===== src/rtl/uart_alu_ctrl.sv =====
// -----------------------------------------------------------------------------
// uart_alu_ctrl
//
// Purpose:
//   Sequencer that sits between a byte-oriented UART and a combinational ALU.
//   It collects three received bytes (operand A, operand B, opcode). It
//   presents them to the ALU and lets the result settle for one cycle. It then
//   captures the result, strobes the transmitter once, and waits for the
//   transmitter to finish before accepting the next operand A.
//
// Optional feature:
//   `define UART_ALU_CTRL_TIMEOUT_EN enables an inter-byte timeout. While the
//   controller waits for operand B or the opcode, a counter runs. If no byte
//   arrives within TIMEOUT_CYCLES clocks, the controller abandons the
//   transaction and pulses o_error. When the macro is undefined there is no
//   counter, the controller waits forever, and o_error is tied low.
//
// Parameters:
//   DATA_WIDTH      width of UART bytes, operands and result
//   OP_WIDTH        width of the ALU opcode (low bits of the op byte)
//   TIMEOUT_CYCLES  inter-byte timeout in clocks (timeout build only)
//
// Ports:
//   i_clock         rising-edge system clock
//   i_reset         synchronous active-high reset
//   i_rx_done       one-cycle pulse: new byte on i_rx_data
//   i_rx_data       received byte
//   i_tx_done       one-cycle pulse: transmitter finished its stop bit
//   i_alu_result    combinational ALU result for o_alu_a/o_alu_b/o_alu_op
//   o_alu_a         registered operand A
//   o_alu_b         registered operand B
//   o_alu_op        registered opcode
//   o_tx_data_byte  registered byte presented to the transmitter
//   o_tx_signal     one-cycle transmit-start strobe
//   o_busy          high in every state except RX_A
//   o_error         one-cycle pulse on inter-byte timeout
// -----------------------------------------------------------------------------
module uart_alu_ctrl #(
  parameter int DATA_WIDTH     = 8,
  parameter int OP_WIDTH       = 6,
  parameter int TIMEOUT_CYCLES = 1000000
) (
  input  logic                  i_clock,
  input  logic                  i_reset,
  input  logic                  i_rx_done,
  input  logic [DATA_WIDTH-1:0] i_rx_data,
  input  logic                  i_tx_done,
  input  logic [DATA_WIDTH-1:0] i_alu_result,
  output logic [DATA_WIDTH-1:0] o_alu_a,
  output logic [DATA_WIDTH-1:0] o_alu_b,
  output logic [OP_WIDTH-1:0]   o_alu_op,
  output logic [DATA_WIDTH-1:0] o_tx_data_byte,
  output logic                  o_tx_signal,
  output logic                  o_busy,
  output logic                  o_error
);

  localparam logic [2:0] RX_A    = 3'd0;
  localparam logic [2:0] RX_B    = 3'd1;
  localparam logic [2:0] RX_OP   = 3'd2;
  localparam logic [2:0] EXEC    = 3'd3;
  localparam logic [2:0] SEND    = 3'd4;
  localparam logic [2:0] WAIT_TX = 3'd5;

  logic [2:0]            state_reg,     state_next;
  logic [DATA_WIDTH-1:0] alu_a_reg,     alu_a_next;
  logic [DATA_WIDTH-1:0] alu_b_reg,     alu_b_next;
  logic [OP_WIDTH-1:0]   alu_op_reg,    alu_op_next;
  logic [DATA_WIDTH-1:0] tx_data_reg,   tx_data_next;
  logic                  tx_signal_reg, tx_signal_next;

`ifdef UART_ALU_CTRL_TIMEOUT_EN
  localparam int CNT_W = (TIMEOUT_CYCLES > 1) ? $clog2(TIMEOUT_CYCLES) : 1;
  localparam logic [CNT_W-1:0] CNT_LAST = CNT_W'(TIMEOUT_CYCLES - 1);

  logic [CNT_W-1:0] count_reg, count_next;
  logic             error_reg, error_next;
  logic             timeout_hit;

  assign timeout_hit = (count_reg == CNT_LAST);

  // The counter only runs while waiting for B or the opcode. It restarts from
  // zero on every accepted byte. It also starts from zero on entry to RX_B,
  // because every other state leaves it at zero.
  always_comb begin
    count_next = '0;
    if ((state_reg == RX_B || state_reg == RX_OP) && !i_rx_done && !timeout_hit)
      count_next = count_reg + CNT_W'(1);
  end

  always_ff @(posedge i_clock) begin
    if (i_reset) begin
      count_reg <= '0;
      error_reg <= 1'b0;
    end else begin
      count_reg <= count_next;
      error_reg <= error_next;
    end
  end

  assign o_error = error_reg;
`else
  // The timeout depth has no effect in this build.
  logic unused_timeout_cfg;
  assign unused_timeout_cfg = ^TIMEOUT_CYCLES;
  assign o_error = 1'b0;
`endif

  always_comb begin
    state_next     = state_reg;
    alu_a_next     = alu_a_reg;
    alu_b_next     = alu_b_reg;
    alu_op_next    = alu_op_reg;
    tx_data_next   = tx_data_reg;
    tx_signal_next = 1'b0;
`ifdef UART_ALU_CTRL_TIMEOUT_EN
    error_next     = 1'b0;
`endif
    case (state_reg)
      RX_A: begin
        if (i_rx_done) begin
          alu_a_next = i_rx_data;
          state_next = RX_B;
        end
      end
      RX_B: begin
        if (i_rx_done) begin
          alu_b_next = i_rx_data;
          state_next = RX_OP;
        end
`ifdef UART_ALU_CTRL_TIMEOUT_EN
        else if (timeout_hit) begin
          state_next = RX_A;
          error_next = 1'b1;
        end
`endif
      end
      RX_OP: begin
        if (i_rx_done) begin
          // Only the low opcode bits matter; the rest of the byte is discarded.
          alu_op_next = i_rx_data[OP_WIDTH-1:0];
          state_next  = EXEC;
        end
`ifdef UART_ALU_CTRL_TIMEOUT_EN
        else if (timeout_hit) begin
          state_next = RX_A;
          error_next = 1'b1;
        end
`endif
      end
      EXEC: begin
        // The operands have been stable for a full cycle. The ALU output is
        // settled, so capture it. Raising the strobe here makes it high
        // during SEND.
        tx_data_next   = i_alu_result;
        tx_signal_next = 1'b1;
        state_next     = SEND;
      end
      SEND: begin
        state_next = WAIT_TX;
      end
      WAIT_TX: begin
        // A byte arriving here is dropped, even when it coincides with
        // i_tx_done.
        if (i_tx_done)
          state_next = RX_A;
      end
      default: begin
        state_next = RX_A;
      end
    endcase
  end

  always_ff @(posedge i_clock) begin
    if (i_reset) begin
      state_reg     <= RX_A;
      alu_a_reg     <= '0;
      alu_b_reg     <= '0;
      alu_op_reg    <= '0;
      tx_data_reg   <= '0;
      tx_signal_reg <= 1'b0;
    end else begin
      state_reg     <= state_next;
      alu_a_reg     <= alu_a_next;
      alu_b_reg     <= alu_b_next;
      alu_op_reg    <= alu_op_next;
      tx_data_reg   <= tx_data_next;
      tx_signal_reg <= tx_signal_next;
    end
  end

  assign o_alu_a        = alu_a_reg;
  assign o_alu_b        = alu_b_reg;
  assign o_alu_op       = alu_op_reg;
  assign o_tx_data_byte = tx_data_reg;
  assign o_tx_signal    = tx_signal_reg;
  assign o_busy         = (state_reg != RX_A);

endmodule

===== config.mk =====
export PLATFORM = sky130hd
export DESIGN_NAME = uart_alu_ctrl
export DESIGN_NICKNAME = d
export VERILOG_FILES = /design/src/rtl/uart_alu_ctrl.sv
export SDC_FILE = /design/constraint.sdc
export NUM_CORES = 1
export LEC_CHECK = 0
export BUFFER_PORTS_ARGS = -buffer_cell sky130_fd_sc_hd__buf_2
export CORE_MARGIN = 1.5
export CORE_UTILIZATION = 46
export CTS_CLUSTER_DIAMETER = 150
export DETAILED_ROUTE_END_ITERATION = 12
export PLACE_DENSITY = 0.87
export SYNTH_ARGS = -nofsm -noshare
export SYNTH_HDL_FRONTEND = slang
export SYNTH_SLANG_ARGS = --single-unit
export TNS_END_PERCENT = 100

===== constraint.sdc =====
create_clock -name i_clock -period 1.6 [get_ports i_clock]
set_clock_uncertainty 0.1 [all_clocks]
set_input_delay 0.08 -clock i_clock [delete_from_list [all_inputs] [get_ports i_clock]]
set_output_delay 0.08 -clock i_clock [all_outputs]
set_load 0.01 [all_outputs]

# Word level (Yosys, flattened, before mapping)
# Index checks and enable logic that the tools add are counted.
totals:
  inputBits: 20
  wordCells: 27
  register_bits: 34
  out_inout_bits: 33
classes:
  mux: 6
  n_reduce_logical: 6
  eq_ne: 9
ops:
  columns: ["operator", "n"]
  rows:
  - ["3-bit case mux with 6 select lines", 1]
  - ["3-bit 2-to-1 mux", 4]
  - ["2-bit inequality test, second input constant", 4]
  - ["3-bit by 2-bit == test with 1-bit output, second input constant", 2]
  - ["3-bit == test, second input constant", 2]
  - ["2-bit AND reduction", 3]
  - ["4-bit AND reduction", 1]
  - ["3-bit by 1-bit == test with 1-bit output, second input constant", 1]
  - ["3-bit zero test", 1]
  - ["3-bit nonzero test", 1]
  - ["1-bit 2-to-1 mux", 1]

# Logic depth before layout (Yosys ltp)
# Gate-level depths: netlist (run 1).
logic_depth:
  word_depth: 3
  ltp_mapped: 5

# Least setup slack after synthesis (run 1)
# Ideal clock, no wire load.
synth_path:
  path_kind: "reg-to-reg"
  startpoint: "register state_reg[2]"
  endpoint: "register alu_a_reg[1], in the netlist o_alu_a[1]"
  path_slack_ns: 0.191
  path_stages_with_launch: 6
  arrival_time_ns: 1.177
  n_path_buf: 2
  required_ns: 1.368
  setup_ns: 0.132
  cell_sequence: "dfxtp_1 buf_6 or4b_4 buf_6 nand2_1 a21oi_1"
synth_via:
  elab_chain_len: 2
synth_rtl:
  columns: ["element", "line_no", "rtl"]
  rows:
  - ["start: declaration", "65", "logic [2:0] state_reg, state_next;"]
  - ["start signal: assignment", "183", "state_reg <= state_next;"]
  - ["3-bit zero test", "119", "case (state_reg)"]
  - ["2-bit AND reduction (no source line)", null, null]
  - ["end signal: assignment", "184", "alu_a_reg <= alu_a_next;"]
  - ["end: declaration", "66", "logic [DATA_WIDTH-1:0] alu_a_reg, alu_a_next;"]
# No other way between the ends.
# A chain may end at the register's enable or synchronous reset.

# Worst setup path in the final report (run 1)
layout_path:
  startpoint: "register state_reg[0]"
  endpoint: "register alu_a_reg[0], in the netlist o_alu_a[0]"
# Same word-level chain as after synthesis.

==> flow_summary.yaml, run 1 <==
flow_run:
  max_cap_violations: 0
logic_synthesis:
  synth_ff_type: "dfxtp_1"
  synth_edf_count: 0
  synth-async-reset-ratio: 0
  yosys_warnings: 0
  syn_nets: 152
  synth.yosys.seq_area_share: 0.522
  ys_types: 18
  synth.area.top_cells: "dfxtp_1 (52%), mux2i_1 (18%), nor2_1 (6.9%)"
  synth_area_leader_cell: "dfxtp_1"
  syn_area_per_cell_um2: 9.89
  synthesis.area_mm2: 0.00131
  synthesis.instances: 132
  ys_ff_latch: 34
  synth_top_area_frac: 0.522
power:
  leakage_nw: 0.874
  power.switching_w: 0.000411
  p_int_w: 0.00122
  cellPowerDensity_mw_per_mm2: 906
  vdd_drop_max_mv: 0.773
  swShare: 0.252
  pwr-share-clk: 0.297
  combPwrFrac: 0.152
  pwr-share-seq: 0.551
layout:
  fillCellCount: 212
  layout-drive-gt1-share: 0.350
  multi_input_area_um2: 549
  final_cell_mix: "buf_2 (50), dfxtp_1 (32), nor2_1 (24)"
  final_common_cell: "buf_2"
  layout.nets: 219
  antennaDiodeCount: 0
  seq_area_um2: 686
  syn_to_final_growth_pct: 37.9
global_routing:
  track_usage: 0.203
  grtUsageMet2: 0.339
  busiest_layer: "met2"
  grt_pass1_vias: 1070
  grt_use_met1: 0.242
  grt_pass1_wl_um: 4910
  gr-total-overflow: 0
  grt_max_degree: 35
  met3_usage: 0.0553
  antenna_found_initial: 0
setup_path:
  path_max_fanout: 8
  critPathCaptureType: "register"
  criticalPathCategory: "register to register"
  arrival_ns: 1.57
  crit_required_ns: 1.69
  cp-start-kind: "register"
drt:
  vias_per_cell: 4.78
  drt-initial-drc-count: 31
  vias: 1104
  drc: 0
  first_pass_iters: 4
  wl_um: 2980
  ant_nets: 0
  post_drt_wl_per_cell_um: 12.9
placed_design:
  dp_hpwl_um: 1920
  portBuffers: 51
  globalplace.congestion: 0.811
clocking:
  ctsRootBufferMaster: "clkbuf_4"
  cts.reportedPaths.clkPinSlew_ns: 0.11
  cts_buffer_depth: 2
  insertion_delay_ns: 0.31
  cts_made_buffers: 5
  cts_tree: "built"
  htreeDepth: 2
  clock-sinks: 34
timing:
  fin_crit_ns: 1.48
  relSlewSlack: 0.611
  tightest_slew_ns: 0.584
  finalHoldViolations: 0
  final-setup-viol-count: 0
  hold_slack_ns: 0.0753
  rsz0062_at_grt: "no"
  period_share: 0.924
  fmax_mhz: 676
  slew_viol_final: 0
  setup_tns_ns: 0
die:
  io_pins: 53
  core_area_mm2: 0.00273
  rows: 19
  start_util: 0.477
  die_x_um: 56.3
  die_h_um: 56.3
  dieArea_mm2: 0.00317
worst_hold_path:
  hold_path.class: "input port to register"
run_status:
  run_status: "finished clean"
## worst max-delay path, stage by stage (launching register included)
cell and delay, ns:
dfxtp_4 0.35, buf_4 0.14, or4b_4 0.57, nand2_1 0.12, a21oi_1 0.08
## synthesized netlist by cell type (all sizes together), types with 2 or more instances
library cell,number
nor4b,2
dfxtp,34
and4bb,2
a21oi,12
nand2,17
clkbuf,4
buf,8
mux2i,23
nor2,24
## through the flow
step | instances | power [W] | instance area [um^2] | utilization | worst slack (ns)
after floorplan | 132 | 0.00105 | 1310 | - | 0.191
after global placement | 205 | 0.00111 | 1540 | 0.564 | 0.201
after detailed placement | 205 | 0.00112 | 1540 | 0.564 | 0.160
after CTS | 231 | 0.00164 | 1790 | 0.654 | 0.00395
after global routing | 231 | 0.00171 | 1800 | 0.658 | 0.0667
final | 231 | 0.00163 | 1800 | 0.658 | 0.122
## what timing repair did
action,4_1_cts,5_1_grt
resized for setup,3,2
hold endpoints to repair,32,0
buffers inserted,1,0
endpoints found under the setup margin,1,1
hold buffers,17,0
## cells by family after synthesis
logic type	after synthesis	synth area share
AOI/OAI and AO/OA	12	0.0460
DFF	34	0.522
and+or+nand+nor	50	0.193
other	1	0.00287
muxes	23	0.176
buffers and inverters	12	0.0604
## per-layer routing
| metal | up-vias | share of wire | routed length [um] |
|---|---|---|---|
| li1 | 568 | - | - |
| met5 | - | 0 | 0 |
| met2 | 36 | 0.51 | 1520 |
| met1 | 496 | 0.42 | 1270 |
| met3 | 4 | 0.050 | 149 |
| met4 | 0 | 0.014 | 43 |
## power groups by stage
stage | clock network [W] | logic [W] | registers [W]
2_1_floorplan | 0 | 0.000125 | 0.000927
4_1_cts | 0.000505 | 0.000236 | 0.000899
3_3_place_gp | 0 | 0.000195 | 0.000919
6_report | 0.000484 | 0.000247 | 0.000899
3_5_place_dp | 0 | 0.000198 | 0.000921
5_1_grt | 0.000538 | 0.000271 | 0.000903
## cell type report
type | instances | area share
multi-input cells | 86 | 0.305
flip-flops and latches | 34 | 0.381
well taps | 31 | 0.0216
clock buffers | 6 | 0.0285
repair buffers | 72 | 0.257
clock inverters | 2 | 0.00695
## worst paths after layout
path	start	to	slack [ns]	depth (start not counted)
setup / recovery	state_reg[0]$_SDFFE_PP0P_	o_alu_a[0]$_SDFFE_PP0P_	0.12	4
hold / removal	i_rx_done	state_reg[0]$_SDFFE_PP0P_	0.08	3
setup reg to reg	state_reg[0]$_SDFFE_PP0P_	o_alu_a[0]$_SDFFE_PP0P_	0.12	4
hold reg to reg	o_alu_a[3]$_SDFFE_PP0P_	o_alu_a[3]$_SDFFE_PP0P_	0.37	2
(Power assumes the default switching activity.)
==> run 2, diff against run 1 <==
--- a/config.mk
+++ b/config.mk
@@ -10,7 +10,7 @@
 export CORE_UTILIZATION = 46
 export CTS_CLUSTER_DIAMETER = 150
 export DETAILED_ROUTE_END_ITERATION = 12
-export PLACE_DENSITY = 0.87
+export PLACE_DENSITY = 0.88
 export SYNTH_ARGS = -nofsm -noshare
 export SYNTH_HDL_FRONTEND = slang
 export SYNTH_SLANG_ARGS = --single-unit
==> flow_summary.yaml, run 2 (synthesis gave the netlist of run 1 again) <==
run_status:
  run_status: "finished clean"
power:
  leakage_nw: 0.867
  vdd_drop_max_mv: 0.798
  cellPowerDensity_mw_per_mm2: 906
clocking:
  htreeDepth: 2
  ctsRootBufferMaster: "clkbuf_4"
  cts_tree: "built"
  cts_buffer_depth: 2
  insertion_delay_ns: 0.35
  cts.reportedPaths.clkPinSlew_ns: 0.09
  clock-sinks: 34
  cts_made_buffers: 5
drt:
  vias_per_cell: 4.96
  drc: 0
  wl_um: 3210
  vias: 1140
  first_pass_iters: 3
  ant_nets: 0
  post_drt_wl_per_cell_um: 13.9
  drt-initial-drc-count: 29
die:
  die_h_um: 56.3
  start_util: 0.477
  dieArea_mm2: 0.00317
  io_pins: 53
  core_area_mm2: 0.00273
  rows: 19
  die_x_um: 56.3
setup_path:
  rr_endpoint: "o_alu_b[1]$_SDFFE_PP0P_"
  arrival_ns: 1.38
  reg2reg_depth: 4
  criticalPathCategory: "register to output port"
  crit_required_ns: 1.42
  critPathCaptureType: "output port"
  r2r-start: "state_reg[1]$_SDFFE_PP0P_"
  cp-start-kind: "register"
  path_max_fanout: 6
  reg2reg_setup_slack_ns: 0.12
timing:
  rsz0062_at_grt: "no"
  fmax_mhz: 640
  period_share: 0.976
  setup_tns_ns: 0
  finalHoldViolations: 0
  relSlewSlack: 0.611
  slew_viol_final: 0
  tightest_slew_ns: 0.583
  fin_crit_ns: 1.56
  final-setup-viol-count: 0
worst_hold_path:
  hold_path_depth: 3
  worst_hold_startpoint: "i_rx_done"
  min_to: "state_reg[0]$_SDFFE_PP0P_"
  hold_path.class: "input port to register"
layout:
  antennaDiodeCount: 0
  syn_to_final_growth_pct: 36.2
  final_core_util: 0.650
  final_common_cell: "buf_2"
  layout-drive-gt1-share: 0.347
  layout.nets: 218
  final_cell_mix: "buf_2 (51), dfxtp_1 (31), nor2_1 (24)"
  fillCellCount: 213
  seq_area_um2: 687
  multi_input_area_um2: 549
global_routing:
  track_usage: 0.218
  grt_pass1_vias: 1080
  antenna_found_initial: 0
  grt_max_degree: 35
  gr-total-overflow: 0
  grt_pass1_wl_um: 5050
placed_design:
  dp_hpwl_um: 1990
  portBuffers: 51
  globalplace.congestion: 0.796
flow_run:
  max_cap_violations: 0
-- run 2: worst max-delay path by stage --
stage	to	slack [ns]	startpoint	cells past startpoint
6_report	o_busy	0.04	state_reg[1]$_SDFFE_PP0P_	3
5_1_grt	o_busy	0.004	state_reg[1]$_SDFFE_PP0P_	3
4_1_cts	o_busy	0.007	state_reg[1]$_SDFFE_PP0P_	3
3_5_place_dp	o_alu_b[1]$_SDFFE_PP0P_	0.08	state_reg[0]$_SDFFE_PP0P_	3
3_3_place_gp	o_alu_b[5]$_SDFFE_PP0P_	0.15	state_reg[0]$_SDFFE_PP0P_	3
2_1_floorplan	o_alu_a[1]$_SDFFE_PP0P_	0.19	state_reg[2]$_SDFFE_PP0P_	5
-- run 2: routing by layer --
layer  global-route usage  share of wire
met1                0.240           0.42
met4                0.119          0.024
met3               0.0853          0.049
met2                0.360           0.50
met5                    0              0
-- run 2: critical path, cell delays in order (launching register included) --
cell and delay [ns]:
dfxtp_4 0.35, buf_4 0.14, or3_2 0.39, buf_2 0.15
-- run 2: timing repair --
| item | in CTS | in global routing |
|---|---|---|
| endpoints found under the setup margin | 1 | 5 |
| hold buffers | 17 | 0 |
| gates resized for setup | 2 | 3 |
| setup buffers | 0 | 1 |
| hold endpoints to repair | 32 | 0 |
-- run 2: area by class of cell --
cell class,instances,area share
flip-flops and latches,34,0.386
multi-input cells,86,0.309
repair buffers,71,0.252
clock buffers,6,0.0232
well taps,31,0.0218
clock inverters,2,0.00774
-- run 2: through the flow --
stage,cells,instance area (um^2),setup WS [ns],hold slack (ns),total power [W]
after floorplan,132,1310,0.191,0.116,0.00105
after global placement,204,1540,0.151,0.207,0.00111
after detailed placement,204,1540,0.0808,0.217,0.00112
after CTS,229,1760,0.00662,0.0258,0.00161
after global routing,230,1780,0.00448,0.0652,0.00168
final,230,1780,0.0386,0.0347,0.00161
-- run 2: where the power goes --
group          total [W]  switching [W]  internal (W)
sequential      0.000903      0.0000237      0.000879
combinational   0.000236       0.000116      0.000120
clock           0.000472       0.000300      0.000172
total            0.00161       0.000440       0.00117
==> run 3, diff against run 2 <==
--- a/config.mk
+++ b/config.mk
@@ -9,8 +9,10 @@
 export CORE_MARGIN = 1.5
 export CORE_UTILIZATION = 46
 export CTS_CLUSTER_DIAMETER = 150
+export CTS_CLUSTER_SIZE = 10
 export DETAILED_ROUTE_END_ITERATION = 12
 export PLACE_DENSITY = 0.88
+export SETUP_SLACK_MARGIN = 0.1
 export SYNTH_ARGS = -nofsm -noshare
 export SYNTH_HDL_FRONTEND = slang
 export SYNTH_SLANG_ARGS = --single-unit
==> flow_summary.yaml, run 3 (synthesis gave the netlist of run 1 again) <==
run_status:
  run_status: "finished clean"
layout:
  syn_to_final_growth_pct: 37.6
  layout.nets: 218
  final_area_mm2: 0.00180
  fillCellCount: 217
  final_cell_mix: "buf_2 (50), dfxtp_1 (31), nor2_1 (24)"
  antennaDiodeCount: 0
  layout-drive-gt1-share: 0.352
  final_common_cell: "buf_2"
power:
  leakage_nw: 0.870
  cellPowerDensity_mw_per_mm2: 906
  vdd_drop_max_mv: 0.803
clocking:
  cts_made_buffers: 5
  clock-sinks: 34
  htreeDepth: 2
  cts_buffer_depth: 2
  cts_tree: "built"
  ctsRootBufferMaster: "clkbuf_4"
  cts.reportedPaths.clkPinSlew_ns: 0.11
  insertion_delay_ns: 0.36
die:
  io_pins: 53
  die_x_um: 56.3
  die_h_um: 56.3
  rows: 19
  start_util: 0.477
  core_area_mm2: 0.00273
  dieArea_mm2: 0.00317
setup_path:
  critPathCaptureType: "output port"
  criticalPathCategory: "register to output port"
  path_max_fanout: 10
  cp-start-kind: "register"
  arrival_ns: 1.28
  crit_required_ns: 1.42
global_routing:
  grt_pass1_wl_um: 5120
  gr-total-overflow: 0
  antenna_found_initial: 0
  grtUsageMet2: 0.368
  met3_usage: 0.0853
  busiest_layer: "met2"
  track_usage: 0.221
  grt_pass1_vias: 1115
  grt_max_degree: 35
  grt_use_met1: 0.240
placed_design:
  dp_hpwl_um: 1990
  portBuffers: 51
  postPlaceCellArea_mm2: 0.00154
  globalplace.congestion: 0.796
  pre_cts_ws_ns: 0.0808
drt:
  vias_per_cell: 5.00
  wl_um: 3230
  post_drt_wl_per_cell_um: 14.1
  ant_nets: 0
  vias: 1150
  drc: 0
  first_pass_iters: 4
  drt-initial-drc-count: 32
timing:
  rsz0062_at_grt: "no"
  finalHoldViolations: 0
  period_share: 0.913
  relSlewSlack: 0.620
  fmax_mhz: 685
  setup_tns_ns: 0
  fin_ws_ns: 0.140
  fin_crit_ns: 1.46
  hold_slack_ns: 0.0444
  slew_viol_final: 0
  final-setup-viol-count: 0
  tightest_slew_ns: 0.570
flow_run:
  max_cap_violations: 0
worst_hold_path:
  hold_path.class: "input port to register"
==> run 3: power breakdown <==
group	total, W	switching [W]	leakage (nW)	internal [W]
clock	0.000477	0.000305	0.0322	0.000172
combinational	0.000246	0.000118	0.560	0.000128
sequential	0.000904	0.0000243	0.278	0.000880
total	0.00163	0.000447	0.870	0.00118
==> run 3: path summary, 6_finish.rpt <==
path                          endpoint  slack (ns)  cells after the start                      start
max reg2reg    o_alu_b[1]$_SDFFE_PP0P_        0.15                      4  state_reg[1]$_SDFFE_PP0P_
min          state_reg[0]$_SDFFE_PP0P_        0.04                      3                  i_rx_done
min reg2reg    o_alu_a[0]$_SDFFE_PP0P_        0.36                      2    o_alu_a[0]$_SDFFE_PP0P_
max                             o_busy        0.14                      2  state_reg[2]$_SDFFE_PP0P_
==> run 3: final cells by class <==
class,instances,area (um^2),share of cell area
clock buffers,6,41.3,0.0230
flip-flops and latches,34,687,0.383
repair buffers,71,458,0.255
multi-input cells,86,557,0.310
clock inverters,2,13.8,0.00767
well taps,31,38.8,0.0216
==> run 3: routing by layer <==
| metal | vias up | wire length [um] | share of wire |
|---|---|---|---|
| met1 | 538 | 1300 | 0.40 |
| met5 | - | 0 | 0 |
| met4 | 0 | 80 | 0.025 |
| met3 | 8 | 177 | 0.055 |
| met2 | 34 | 1680 | 0.52 |
| li1 | 570 | - | - |
==> run 3: what timing repair did <==
action,CTS,global route
endpoints found under the setup margin,4,9
setup buffers,1,0
hold endpoints to repair,32,0
hold buffers,17,0
gates resized for setup,6,3
pin swaps,0,1
==> run 3: through the flow <==
| step | util | cells | power [W] |
|---|---|---|---|
| 6_report | 0.657 | 230 | 0.00163 |
| 5_1_grt | 0.657 | 230 | 0.00169 |
| 4_1_cts | 0.653 | 230 | 0.00162 |
| 3_5_place_dp | 0.562 | 204 | 0.00112 |
| 3_3_place_gp | 0.562 | 204 | 0.00111 |
| 2_1_floorplan | - | 132 | 0.00105 |
==> run 3: worst max-delay path, cell delays in order (launching register included) <==
cell	delay, ns
dfxtp_2	0.40
or3_4	0.40
buf_6	0.13
